[src/rtl/conv2d_job_scheduler_pkg.sv]
// Shared definitions for the conv2d job scheduler: FSM states, completion
// error codes and small arithmetic helpers.
package conv2d_job_scheduler_pkg;

   typedef enum logic [2:0] {
      ST_IDLE      = 3'd0,
      ST_ISSUE     = 3'd1,
      ST_WAIT_BUSY = 3'd2,
      ST_RUN       = 3'd3,
      ST_REPORT    = 3'd4
   } sched_state_e;

   localparam logic [1:0] ERR_OK         = 2'd0;
   localparam logic [1:0] ERR_BAD_DIM    = 2'd1;
   localparam logic [1:0] ERR_START_FAIL = 2'd2;

   // Width of the four 32-bit scalar job parameters packed together.
   localparam int unsigned PARAM_W = 128;

   // Cycle counter increment that sticks at all-ones instead of wrapping.
   function automatic logic [31:0] sat_inc(input logic [31:0] v);
      return (v == 32'hFFFF_FFFF) ? v : v + 32'd1;
   endfunction

   // A feature-map dimension is usable when it is non-zero and within range.
   function automatic logic dim_ok(input logic [31:0] dim, input logic [31:0] max_dim);
      return (dim != 32'd0) && (dim <= max_dim);
   endfunction

endpackage

[src/rtl/conv2d_job_scheduler_fifo.sv]
// Command queue: first-in first-out descriptor store with an occupancy count.
// A flush empties the queue; an enqueue in the flush cycle is discarded.
module conv2d_job_scheduler_fifo #(
   parameter int WIDTH    = 132,
   parameter int LOGDEPTH = 2
) (
   input  logic                clk,
   input  logic                rst,
   input  logic                push,
   input  logic                pop,
   input  logic                flush,
   input  logic [WIDTH-1:0]    wdata,
   output logic [WIDTH-1:0]    rdata,
   output logic                full,
   output logic                empty,
   output logic [LOGDEPTH:0]   count
);

   localparam int DEPTH = 1 << LOGDEPTH;

   logic [WIDTH-1:0]    mem_r [DEPTH];
   logic [LOGDEPTH-1:0] wr_ptr_r;
   logic [LOGDEPTH-1:0] rd_ptr_r;
   logic [LOGDEPTH:0]   count_r;
   logic                push_s;
   logic                pop_s;

   assign full   = (count_r == (LOGDEPTH+1)'(DEPTH));
   assign empty  = (count_r == '0);
   assign count  = count_r;
   assign rdata  = mem_r[rd_ptr_r];
   assign push_s = push & ~full & ~flush;
   assign pop_s  = pop & ~empty;

   // Descriptor storage, cleared on reset so stale data never reaches the engine.
   always_ff @(posedge clk or negedge rst) begin
      if (!rst) begin
         for (int i = 0; i < DEPTH; i++) begin
            mem_r[i] <= '0;
         end
      end else if (push_s) begin
         mem_r[wr_ptr_r] <= wdata;
      end
   end

   // Read/write pointers and occupancy; flush wins over any same-cycle push.
   always_ff @(posedge clk or negedge rst) begin
      if (!rst) begin
         wr_ptr_r <= '0;
         rd_ptr_r <= '0;
         count_r  <= '0;
      end else if (flush) begin
         wr_ptr_r <= '0;
         rd_ptr_r <= '0;
         count_r  <= '0;
      end else begin
         if (push_s) wr_ptr_r <= wr_ptr_r + LOGDEPTH'(1);
         if (pop_s)  rd_ptr_r <= rd_ptr_r + LOGDEPTH'(1);
         case ({push_s, pop_s})
            2'b10:   count_r <= count_r + (LOGDEPTH+1)'(1);
            2'b01:   count_r <= count_r - (LOGDEPTH+1)'(1);
            default: count_r <= count_r;
         endcase
      end
   end

endmodule

[src/rtl/conv2d_job_scheduler.sv]
// Job-level controller between the MMIO command path and the conv2d engine:
// queues descriptors, validates them, launches the engine with a one-cycle
// start pulse, tracks completion via eng_idle and returns completion records.
module conv2d_job_scheduler #(
   parameter int LOGDEPTH   = 2,
   parameter int MAX_FM_DIM = 64,
   parameter int TAGW       = 4
) (
   input  logic                clk,
   input  logic                rst,
   input  logic                cmd_valid,
   output logic                cmd_ready,
   input  logic [TAGW-1:0]     cmd_tag,
   input  logic [31:0]         cmd_fm_dim,
   input  logic [31:0]         cmd_wt_offset,
   input  logic [31:0]         cmd_ifm_offset,
   input  logic [31:0]         cmd_ofm_offset,
   input  logic                flush,
   output logic                eng_start,
   input  logic                eng_idle,
   output logic [31:0]         eng_fm_dim,
   output logic [31:0]         eng_wt_offset,
   output logic [31:0]         eng_ifm_offset,
   output logic [31:0]         eng_ofm_offset,
   output logic                done_valid,
   input  logic                done_ready,
   output logic [TAGW-1:0]     done_tag,
   output logic [1:0]          done_err,
   output logic [31:0]         done_cycles,
   output logic                busy,
   output logic [LOGDEPTH:0]   pending
);

   import conv2d_job_scheduler_pkg::*;

   localparam int QW = TAGW + PARAM_W;

   sched_state_e      state_r, state_nxt_s;
   logic [QW-1:0]     head_s;
   logic              full_s, empty_s, pop_s, load_done_s;
   logic [TAGW-1:0]   act_tag_r, done_tag_nxt_s;
   logic [31:0]       act_fm_dim_r, act_wt_r, act_ifm_r, act_ofm_r;
   logic [31:0]       cnt_r, done_cyc_nxt_s;
   logic [1:0]        done_err_nxt_s;
   logic              eng_start_r, done_valid_r;
   logic [TAGW-1:0]   done_tag_r;
   logic [1:0]        done_err_r;
   logic [31:0]       done_cycles_r;

   conv2d_job_scheduler_fifo #(.WIDTH(QW), .LOGDEPTH(LOGDEPTH)) u_queue (
      .clk   (clk),
      .rst   (rst),
      .push  (cmd_valid),
      .pop   (pop_s),
      .flush (flush),
      .wdata ({cmd_tag, cmd_fm_dim, cmd_wt_offset, cmd_ifm_offset, cmd_ofm_offset}),
      .rdata (head_s),
      .full  (full_s),
      .empty (empty_s),
      .count (pending)
   );

   assign cmd_ready      = ~full_s;
   assign busy           = (state_r != ST_IDLE) | ~empty_s;
   assign eng_start      = eng_start_r;
   assign eng_fm_dim     = act_fm_dim_r;
   assign eng_wt_offset  = act_wt_r;
   assign eng_ifm_offset = act_ifm_r;
   assign eng_ofm_offset = act_ofm_r;
   assign done_valid     = done_valid_r;
   assign done_tag       = done_tag_r;
   assign done_err       = done_err_r;
   assign done_cycles    = done_cycles_r;

   // Next-state decode, queue pop and completion-record selection.
   always_comb begin
      state_nxt_s    = state_r;
      pop_s          = 1'b0;
      load_done_s    = 1'b0;
      done_tag_nxt_s = act_tag_r;
      done_err_nxt_s = ERR_OK;
      done_cyc_nxt_s = 32'd0;
      case (state_r)
         ST_IDLE: begin
            if (!empty_s && eng_idle) begin
               pop_s = 1'b1;
               if (dim_ok(head_s[PARAM_W-1 -: 32], 32'(MAX_FM_DIM))) begin
                  state_nxt_s = ST_ISSUE;
               end else begin
                  // Rejected job never touches the engine; report it straight away.
                  state_nxt_s    = ST_REPORT;
                  load_done_s    = 1'b1;
                  done_tag_nxt_s = head_s[QW-1 -: TAGW];
                  done_err_nxt_s = ERR_BAD_DIM;
               end
            end else begin
               state_nxt_s = ST_IDLE;
            end
         end
         ST_ISSUE: begin
            state_nxt_s = ST_WAIT_BUSY;
         end
         ST_WAIT_BUSY: begin
            if (eng_idle) begin
               state_nxt_s    = ST_REPORT;
               load_done_s    = 1'b1;
               done_err_nxt_s = ERR_START_FAIL;
               done_cyc_nxt_s = sat_inc(cnt_r);
            end else begin
               state_nxt_s = ST_RUN;
            end
         end
         ST_RUN: begin
            if (eng_idle) begin
               state_nxt_s    = ST_REPORT;
               load_done_s    = 1'b1;
               done_cyc_nxt_s = sat_inc(cnt_r);
            end else begin
               state_nxt_s = ST_RUN;
            end
         end
         ST_REPORT: begin
            if (done_ready) begin
               state_nxt_s = ST_IDLE;
            end else begin
               state_nxt_s = ST_REPORT;
            end
         end
         default: begin
            state_nxt_s = ST_IDLE;
         end
      endcase
   end

   // State register.
   always_ff @(posedge clk or negedge rst) begin
      if (!rst) state_r <= ST_IDLE;
      else      state_r <= state_nxt_s;
   end

   // Active job parameters; loaded only on a pop, so they hold through REPORT.
   always_ff @(posedge clk or negedge rst) begin
      if (!rst) begin
         act_tag_r    <= '0;
         act_fm_dim_r <= 32'd0;
         act_wt_r     <= 32'd0;
         act_ifm_r    <= 32'd0;
         act_ofm_r    <= 32'd0;
      end else if (pop_s) begin
         {act_tag_r, act_fm_dim_r, act_wt_r, act_ifm_r, act_ofm_r} <= head_s;
      end
   end

   // Job cycle counter: restarts at 1 in ISSUE, saturating count afterwards.
   always_ff @(posedge clk or negedge rst) begin
      if (!rst) begin
         cnt_r <= 32'd0;
      end else if (state_r == ST_ISSUE) begin
         cnt_r <= 32'd1;
      end else if ((state_r == ST_WAIT_BUSY) || (state_r == ST_RUN)) begin
         cnt_r <= sat_inc(cnt_r);
      end
   end

   // Registered start pulse and completion record.
   always_ff @(posedge clk or negedge rst) begin
      if (!rst) begin
         eng_start_r   <= 1'b0;
         done_valid_r  <= 1'b0;
         done_tag_r    <= '0;
         done_err_r    <= ERR_OK;
         done_cycles_r <= 32'd0;
      end else begin
         eng_start_r  <= (state_nxt_s == ST_ISSUE);
         done_valid_r <= (state_nxt_s == ST_REPORT);
         if (load_done_s) begin
            done_tag_r    <= done_tag_nxt_s;
            done_err_r    <= done_err_nxt_s;
            done_cycles_r <= done_cyc_nxt_s;
         end
      end
   end

endmodule

[config.mk]
export PLATFORM = sky130hd
export DESIGN_NAME = conv2d_job_scheduler
export DESIGN_NICKNAME = d
export VERILOG_FILES = /design/src/rtl/conv2d_job_scheduler_pkg.sv /design/src/rtl/conv2d_job_scheduler_fifo.sv /design/src/rtl/conv2d_job_scheduler.sv
export SDC_FILE = /design/constraint.sdc
export NUM_CORES = 1
export LEC_CHECK = 0
export CAP_MARGIN = 20
export CORE_MARGIN = 8
export CORE_UTILIZATION = 30
export DETAILED_ROUTE_END_ITERATION = 16
export PLACE_DENSITY = 0.58
export SLEW_MARGIN = 20
export SYNTH_ARGS = -nofsm -noshare
export SYNTH_HDL_FRONTEND = slang
export SYNTH_SLANG_ARGS = --single-unit
[constraint.sdc]
create_clock -name clk -period 8.7 [get_ports clk]
set_input_delay 1.74 -clock clk [delete_from_list [all_inputs] [get_ports clk]]
set_output_delay 1.74 -clock clk [all_outputs]
set_load 0.01 [all_outputs]
### Yosys cells after proc, flatten, opt, wreduce, memory -nomap -nowiden

Index checks and enable logic that the tools add are counted.

* add/sub/neg operators: 5
* multiplexer cells: 35
* bitwise gates (word level): 9
* $lt $le $gt $ge: 4
* reduce and logical (&&, ||, !) cells: 14
* eq/ne operators: 10

Operators with widths (count)
* bitwise mux 528 bit: 1
* two-way mux 132 bit: 3
* binary-select mux 132 bit (select 2 bit): 1
* demux 132 bit (select 2 bit): 1
* two-way mux 32 bit: 5
* adder 32 x 1 -> 32 bit (second input constant): 1
* == test 32 bit (second input constant): 1
* less-or-equal comparator 32 x 7 -> 1 bit (second input constant): 1
* nonzero test 32 bit: 1
* two-way mux 3 bit: 5
* two-way mux 4 bit: 3
* case mux 3 bit (4 select lines): 1
* two-way mux 2 bit: 5
* == test 3 bit (second input constant): 3
* two-way mux 1 bit: 7
* == test 3 x 1 -> 1 bit (second input constant): 2
* == test 3 x 2 -> 1 bit (second input constant): 2
* greater-or-equal comparator 3 bit (second input constant): 2
* zero test 3 bit: 2
* inverter 2 -> 3 bit: 2
* case mux 3 bit (2 select lines): 1
* nonzero test 2 bit: 3
* nonzero test 3 bit: 2
* adder 2 x 1 -> 2 bit (second input constant): 2
* 14 further kinds: 20

* output and inout bits: 173
* input port bits: 138
* register bits after elaboration: 742
* word-level logic and storage cells: 96

### Logic depth before layout (Yosys ltp)

Gate-level depths: netlist of run 1.

* depth in word-level cells: 10
* mapped depth: 10
* gate-level depth less buffers: 9

### Modules after synthesis

From an unflattened synthesis of run 1, not the netlist that was laid out.

* cells, all modules: 2263
* area, all modules: 32238.4 um2

Modules (own cells, without submodules)
* conv2d_job_scheduler_fifo: instances 1, cells an instance 1337, area an instance 23294.8 um2, sequential area each 13387.8 um2
* conv2d_job_scheduler: instances 1, cells an instance 926, area an instance 8943.6 um2, sequential area each 5180.0 um2

### Least setup slack after synthesis of run 1

OpenSTA, ideal clock, no wires.

* kind: input to register
* start point: in eng_idle
* end point: reg u_queue.count_r[2], in the netlist u_queue.count[2]
* path buffers: 2
* library setup time: 0.128 ns
* arrival: 3.241 ns
* slack: 5.331 ns
* stages on the path: 8
* data required time: 8.572 ns
* cell sequence: clkbuf_1 > nand3_1 > clkbuf_1 > nor2_1 > fa_1 > o21ai_0 > xnor2_1 > nor2_1

* cells in the longest elaborated chain, start to end: 7
* elaborated cells on any way between the ends: 9
* classes of those cells: eq/ne (2); mux (4); bitwise (1); reduce/logical (2)

RTL lines
* start, declared: line conv2d_job_scheduler.sv:20 `input logic eng_idle,`
* logical AND 1 bit (*): line conv2d_job_scheduler.sv:85 `if (!empty_s && eng_idle) begin`
* two-way mux 1 bit (*): line conv2d_job_scheduler.sv:85
* two-way mux 1 bit (*): line conv2d_job_scheduler.sv:83 `case (state_r)`
* bitwise AND 1 bit (*): line conv2d_job_scheduler_fifo.sv:33 `assign pop_s = pop & ~empty;`
* == test 2 x 1 -> 1 bit / == test 2 bit (equally long branches): line conv2d_job_scheduler_fifo.sv:59 `case ({push_s, pop_s})`
* case mux 3 bit (2 select lines): line conv2d_job_scheduler_fifo.sv:59
* two-way mux 3 bit: line conv2d_job_scheduler_fifo.sv:52 `end else if (flush) begin`
* end signal, assigned: line conv2d_job_scheduler_fifo.sv:60 `2'b10: count_r <= count_r + (LOGDEPTH+1)'(1);`
* end signal, assigned: line conv2d_job_scheduler_fifo.sv:61 `2'b01: count_r <= count_r - (LOGDEPTH+1)'(1);`
* end signal, assigned: line conv2d_job_scheduler_fifo.sv:62 `default: count_r <= count_r;`
* end, declared: line conv2d_job_scheduler_fifo.sv:24 `logic [LOGDEPTH:0] count_r;`

Every way passes the cells marked *; elsewhere a longest branch is shown, timed or not.
A chain may end at the register's enable or synchronous reset.

### Final worst setup path of run 1

* start point: reg u_queue.rd_ptr_r[0]
* end point: reg done_valid_r, in the netlist done_valid

* cells in the longest elaborated chain, start to end: 10
* elaborated cells on any way between the ends: 11
* classes of those cells: order compare (1); eq/ne (1); mux (6); bitwise (1); reduce/logical (2)

RTL lines
* start, declared: line conv2d_job_scheduler_fifo.sv:23 `logic [LOGDEPTH-1:0] rd_ptr_r;`
* start signal, assigned: line conv2d_job_scheduler_fifo.sv:58 `if (pop_s) rd_ptr_r <= rd_ptr_r + LOGDEPTH'(1);`
* inverter 2 -> 3 bit (not written as such) (*): line conv2d_job_scheduler_fifo.sv:31 `assign rdata = mem_r[rd_ptr_r];`
* binary-select mux 132 bit (select 2 bit) (*): line conv2d_job_scheduler_fifo.sv:31
* two-way mux 132 bit (not written as such) (*) (2 in a row): line conv2d_job_scheduler_fifo.sv:31
* less-or-equal comparator 32 x 7 -> 1 bit / nonzero test 32 bit (equally long branches): line conv2d_job_scheduler_pkg.sv:27 `return (dim != 32'd0) && (dim <= max_dim);`
* logical AND 1 bit (*): line conv2d_job_scheduler_pkg.sv:27
* two-way mux 3 bit (*): line conv2d_job_scheduler.sv:87 `if (dim_ok(head_s[PARAM_W-1 -: 32], 32'(MAX_FM_DIM))) begin`
* two-way mux 3 bit (*): line conv2d_job_scheduler.sv:85
* case mux 3 bit (4 select lines) (*): line conv2d_job_scheduler.sv:83
* == test 3 bit (*): line conv2d_job_scheduler.sv:175 `done_valid_r <= (state_nxt_s == ST_REPORT);`
* end signal, assigned: line conv2d_job_scheduler.sv:175
* end, declared: line conv2d_job_scheduler.sv:45 `logic eng_start_r, done_valid_r;`

Every way passes the cells marked *; elsewhere a longest branch is shown, timed or not. The select of a mux whose other input is x is not followed.

==> results.md, run 1 <==
- Status: finished clean
- Crit start category: flip-flop
- Total number of vias: slightly below 20000
- Initial core utilization: 0.302
- Final WS setup: around 4.1 ns
- Synthesized area: roughly 32000 µm²
- Top cells by count, synth: 742 x dfrtp_1, 528 x mux2_2, 462 x nand2_1
- Yosys warning count: 0
- Synth top area share: 0.584
- Top Ports: 311
- Post-DR wirelength/cell: 20.1 µm
- Critical path class: flip-flop to flip-flop
- Nets: 2730
- Initial drt markers: 919
- Avg Inst Size Synth: 13.8 µm²
- Max Slew Vio Count: 0
- Hold Path Depth: 2
- Slew headroom: 0.284
- R2r worst-path depth: 7
- # DRC: 0
- Post-synthesis sequential area ratio: 0.584
- PwrDens: 348 nW/µm²
- Crit path required time: about 9 ns
- Die area: 117000 µm²
- Ratio of cells with drive above 1 in the final layout: 0.323
- Setup Fix Bufs, Post-CTS: 0
- Clk root buf: clkbuf_16
- Post-CTS Hold Fix Bufs: 0
- Top cell type by total area after synthesis: dfrtp_1
- Ys async rst share: 1.00
- Clock power frac: 0.268
- Fin crit period: 4.65 ns
- Static leakage: 0.0172 µW
- First-pass GRT wire length: approximately 130 mm
- Final instance area: 39300 µm²
- Flop pwr share: 0.420
- GRT Overall Usage: 0.139
- Largest net degree at the start of global routing: 181
- Routed wire length: 81.5 mm
- Post-synthesis net count: between 2000 and 2500
- Final Hold Viols: 0
- Layout Skew: 0.0200 ns
- Area grow syn2layout: 23.6%
- Number of global-route vias before repair: 21100
- Finish-stage setup viols: 0
- Post-Place Cell Area: 36400 µm²
- Fmax: 0.215 GHz
- Hold endpoint: eng_ofm_offset[3]
- Initial antenna violation count: 19
- RSZ-0062 raised after global routing: no
- R2R Path End: done_valid
- Top FF cell, synth: dfrtp_1
- Period utilization: 0.534
- Synth top area cells: dfrtp_1 58%, mux2_2 19%, mux4_2 9.3%
- Worst setup EP type: flip-flop
- Critical Path AT: 5.16 ns
- Sw Pwr: 4020 µW
- Number of synthesized flops with an enable pin: 0
- TNS Setup: 0 ns
- Int Power: 9660 µW
- Die W: 342 µm
- Most common cell in the synthesized netlist: dfrtp_1
- Slew at the pin with the worst max-slew slack: ~1.1 ns
- HPWL Detailed: 50.7 mm
- Flop2flop setup slack: 4.05 ns
- Cells after synthesis: around 2300
- Post-layout util: 0.374
- H-tree levels: 3
- CTS Buf Count: 86
- Netlist cell types: 52
- Switching Share: 0.294
- Total global routing overflow: 0
- Max VDD drop: 0.194 mV
- Largest fanout on the critical path: 40
- Place WS: 3.87 ns
- Core ar.: about 110000 µm²
- Hold_sp: eng_ofm_offset[3]
- I/O Buffers: 310
- Detailed Routing Iterations Pass 1: 4
- Post-cts resize count: 0
- Die Ht: about 340 µm
- Worst Hold Class: flip-flop to flip-flop
- Worst r2r src: u_queue.rd_ptr_r[0]
- Clk_lat worst skew: 0.64 ns
- Reg clk slew, reported paths: around 0.060 ns
- Routability Congestion: 0.755
- FP Rows: about 120
- Clk buf depth: 3
- Comb pwr share: 0.312
- Clock sink count: between 700 and 800
- Max_cap viols: 0
- Vias per cell: 4.79
- Flops & latches, synth: 742
- CTS tree: built
- Routed Antenna Nets: 0
[flip-flops by register name, indices dropped and copies added (netlist names), 4 cells and up]
signal          flops
eng_wt_offset      32
cnt_r              32
eng_fm_dim         32
u_queue.mem_r     528
done_cycles        32
done_tag            4
eng_ifm_offset     32
act_tag_r           4
eng_ofm_offset     32
[worst max-delay path, cell delays in order (launching register included)]
cell	delay, ns
dfrtp_4	1.00
buf_4	0.69
mux4_2	0.61
nor4_1	0.54
nand3_1	0.14
or4b_1	0.67
and2_4	0.39
or3_1	0.42
[worst max path at each step]
stage / slack, ns / end / depth (start not counted) / from
after detailed placement: 3.87 / u_queue.count[1] / 7 / eng_idle
after global routing: 3.66 / done_valid / 7 / u_queue.rd_ptr_r[0]
final: 4.05 / done_valid / 7 / u_queue.rd_ptr_r[0]
after global placement: 3.85 / u_queue.count[1] / 7 / eng_idle
after CTS: 3.92 / done_valid / 7 / u_queue.rd_ptr_r[0]
after floorplan: 5.33 / u_queue.count[2] / 8 / eng_idle
[power by group through the flow]
stage	Clock, µW	Combinational (µW)	Sequential [µW]
2_1_floorplan	0	2820	5640
3_3_place_gp	0	4290	5770
3_5_place_dp	0	4360	5800
4_1_cts	3810	4380	5750
5_1_grt	3940	4680	5940
6_report	3670	4270	5740
[per-layer routing]
metal / GRT usage / vias to the layer above / part of all wire
li1: - / 8781 / -
met2: 0.220 / 353 / 0.46
met5: 0 / - / 0.0014
met3: 0.0375 / 117 / 0.056
met1: 0.190 / 10100 / 0.46
met4: 0.0332 / 16 / 0.016
[metrics by stage]
stage	total power [µW]	hold WS [ns]	instances
after floorplan	8460	0.446	2308
after global placement	10100	0.459	3889
after detailed placement	10200	0.462	3889
after CTS	13900	0.476	4039
after global routing	14600	0.490	4042
final	13700	0.471	4049
[placed cells by master, fill, tap and decap left out, types with 10 or more instances in the layout]
master	Yosys	layout
a21oi_1	15	15
mux2_2	528	528
nand2_1	462	458
nor2_1	42	41
inv_1	10	10
o22ai_1	17	17
a211oi_2	12	12
xnor2_1	17	17
nand3_1	16	15
nand4_1	17	17
clkdlybuf4s50_1	0	309
mux4_2	132	132
clkbuf_16	0	87
xor2_1	17	17
nor3_1	11	11
clkbuf_1	104	15
o21ai_0	26	26
buf_4	1	23
dfrtp_1	742	740
diode_2	0	10
clkbuf_8	0	27
[logic make-up after synthesis]
family / share of synthesized area
and+or+nand+nor: 0.0759
AOI/OAI and AO/OA: 0.0245
buffers and inverters: 0.0201
muxes: 0.284
adders and majority gates: 0.00260
DFF: 0.584
xor gates and xnor gates: 0.00936
[layout make-up]
class                      instances  area [µm²]
antenna                           10        25.0
sequential                       742       18600
clock buffer                     129        2610
inverter                          10        37.5
tap                             1391        1740
timing repair buffer             338        3380
multi-input combinational       1408       12700
clock inverter                    21         300
fill                           10000       65900
No activity file was read; power rests on OpenSTA's default activity.
==> inputs of run 2 (changes only) <==
==> constraint.sdc (replaced) <==
create_clock -name clk -period 4.3 [get_ports clk]
set_input_delay 0.86 -clock clk [delete_from_list [all_inputs] [get_ports clk]]
set_output_delay 0.86 -clock clk [all_outputs]
set_load 0.01 [all_outputs]
==> run 2 against run 1 <==
  * Non-clock buffer count is 37 higher
  * Core utilization increased by 0.31 points
  * Sequential share of layout area is 0.39 points lower
  * Via count increased by 1.4%
  * Wire length grew 3.0%
  * Critical endpoint is now state_r[2]
  * Highest routed layer unchanged
==> results.md, run 2 (synthesis results as in run 1) <==
- Status: finished clean
- Sw Pwr: 8200 µW (+100%)
- Initial drt markers: 1119 (+22%)
- Routed wire length: 83.9 mm (+3.0%)
- Total global routing overflow: 0 (unchanged)
- Clk root buf: clkbuf_16
- Vias per cell: 4.81 (+0.48%)
- Finish-stage setup viols: 0 (unchanged)
- Sequential Area: 18600 µm² (unchanged)
- Place WS: 0.643 ns (-3.22 ns)
- Worst Hold Class: input port to async pin
- Die W: 342 µm (unchanged)
- Fin cells: 4085 (+0.89%)
- Nets: 2765 (+1.3%)
- Number of global-route vias before repair: 21300 (+1.0%)
- Fin crit period: 3.62 ns (-1.03 ns)
- Crit path cell chain: buf_12 > mux4_2 > nor4_1 > nand3_1 > or4b_1 > and2_4 > or3_1
- HPWL Detailed: 54.2 mm (+6.8%)
- Max VDD drop: 0.407 mV (+110%)
- Routed Antenna Nets: 0 (unchanged)
- Slew at the pin with the worst max-slew slack: 1.07 ns (-0.00500 ns)
- CP peak stage delay: 0.70 ns (-0.30 ns)
- Worst path top cell family by delay: simple AND/OR/NAND/NOR gates
- Critical path class: flip-flop to flip-flop
- # DRC: 0 (unchanged)
- Most common cell after layout, fill and taps aside: dfrtp_1
- FP Rows: 119 (unchanged)
- Post-CTS Hold Fix Bufs: 0 (unchanged)
- Flop pwr share: 0.423 (+0.003)
- Fmax: 0.276 GHz (+28%)
- Clk buf depth: 3 (unchanged)
- Initial core utilization: 0.302 (unchanged)
- Slew headroom: 0.289 (+0.00503)
- TNS Setup: 0 ns (unchanged)
- Post-layout util: 0.377 (+0.00310)
- Static leakage: 0.0174 µW (+1.1%)
- Met3 WL: 5.27 mm (+15%)
- H-tree levels: 3 (unchanged)
- Layout Skew: 0.0271 ns (+0.00716 ns)
- Die Ht: 342 µm (unchanged)
- Routability Congestion: 0.763 (+1.2%)
- Ratio of cells with drive above 1 in the final layout: 0.331 (+0.00834)
- Setup Fix Bufs, Post-CTS: 0 (unchanged)
- GRT Overall Usage: 0.143 (+0.00417)
- Clock sink count: 742 (unchanged)
- Initial antenna violation count: 17 (-2)
- Placed Instances: 3926 (+0.95%)
- Clk_lat worst skew: 0.66 ns (+0.02 ns)
- Post-cts resize count: 0 (unchanged)
- Final WS setup: 0.680 ns (-3.37 ns)
- Met1 WL: 37.6 mm (-0.22%)
- Largest fanout on the critical path: 27 (-33%)
- CTS tree: built
- Top Ports: 311 (unchanged)
- RSZ-0062 raised after global routing: no
- Max FFs per register: 528 (unchanged)
- CTS Buf Count: 84 (-2.3%)
- CP Buf/Inv Count: 1 (unchanged)
- Worst setup EP type: flip-flop
- Fill cells: 10000 (+0.10%)
- Die area: 117000 µm² (unchanged)
- Final instance area: 39700 µm² (+0.83%)
- Switching Share: 0.299 (+0.00471)
- Crit start category: flip-flop
- Top reg by flops: u_queue.mem_r
- I/O Buffers: 310 (unchanged)
- Critical Path AT: 4.14 ns (-1.02 ns)
- Total number of vias: 19600 (+1.4%)
- First-pass GRT wire length: 132 mm (+2.7%)
- Largest net degree at the start of global routing: 119 (-34%)
- Period utilization: 0.842 (+0.308)
- Clock power frac: 0.257 (-0.011)
- CP max stage cell: dfrtp_4
- Met2 Wirelength: 39.5 mm (+4.7%)
- Post-DR wirelength/cell: 20.5 µm (+2.1%)
- Core ar.: 105000 µm² (unchanged)
- Top Metal Used: met5
- Detailed Routing Iterations Pass 1: 5 (+1)
- Comb pwr share: 0.320 (+0.008)
- Reg clk slew, reported paths: 0.06 ns (about the same)
- Area grow syn2layout: 24.7%
- Final Hold Viols: 0 (unchanged)
- Crit path required time: 4.82 ns (-4.39 ns)
- Max_cap viols: 0 (unchanged)
- PwrDens: 692 nW/µm² (+99%)
- Commonest non-fill, non-tap cells in the layout: 740 x dfrtp_1, 528 x mux2_2, 458 x nand2_1
- Int Power: 19200 µW (+99%)
- Post-Place Cell Area: 36900 µm² (+1.4%)
- Max Slew Vio Count: 0 (unchanged)
- Footprint of the multi-input gates: 12700 µm² (unchanged)
[run 2: changes by cell type in the layout (fill, tap and decap cells not counted), sizes merged]
cell	before	now
buf	29	66
bufinv	5	2
clkbuf	129	121
clkinv	13	26
diode	10	7
[run 2: worst reg2reg max path: stages, from the launching register on]
cell and delay [ns]:
dfrtp_4 0.70, buf_12 0.25, mux4_2 0.54, nor4_1 0.40
nand3_1 0.14, or4b_1 0.66, and2_4 0.35, or3_1 0.46
[run 2: power by group through the flow]
stage	Clock [µW]	Combinational, µW	Sequential, µW
final	7050	8790	11600
after global routing	7570	9650	12000
after CTS	7290	9010	11600
after detailed placement	0	8990	11700
after floorplan	0	5710	11400
after global placement	0	8830	11700
[run 2: final cells by class]
| class | instances | share of cell area |
|---|---|---|
| multi-input cells | 1408 | 0.319 |
| repair buffers | 375 | 0.0983 |
| diodes | 7 | 0.000442 |
| inverters | 10 | 0.000947 |
| flip-flops and latches | 742 | 0.468 |
| clock buffers | 121 | 0.0613 |
| clock inverters | 31 | 0.00735 |
| well taps | 1391 | 0.0439 |
[run 2: metal layers]
| layer | GRT usage | vias up |
|---|---|---|
| met5 | 0 | - |
| met4 | 0.0386 | 20 |
| met3 | 0.0431 | 101 |
| met2 | 0.229 | 354 |
| met1 | 0.189 | 10300 |
| li1 | - | 8830 |
[run 2: worst paths after layout]
kind | cells after the start | slack [ns] | endpoint | start
setup / recovery | 7 | 0.68 | state_r[2] | u_queue.rd_ptr_r[0]
hold / removal | 1 | 0.24 | eng_fm_dim[7] | rst
setup reg to reg | 7 | 0.68 | state_r[2] | u_queue.rd_ptr_r[0]
hold reg to reg | 2 | 0.47 | eng_ofm_offset[22] | eng_ofm_offset[22]
max in group asynchronous | 2 | 3.00 | u_queue.mem_r[350] | rst
min in group clk | 2 | 0.47 | eng_ofm_offset[22] | eng_ofm_offset[22]
[run 2: per-stage QoR]
stage                     power (µW)  hold slack, ns
final                          27400           0.235
after global routing           29200           0.232
after CTS                      27900           0.197
after detailed placement       20700           0.461
after global placement         20500           0.458
after floorplan                17100           0.446
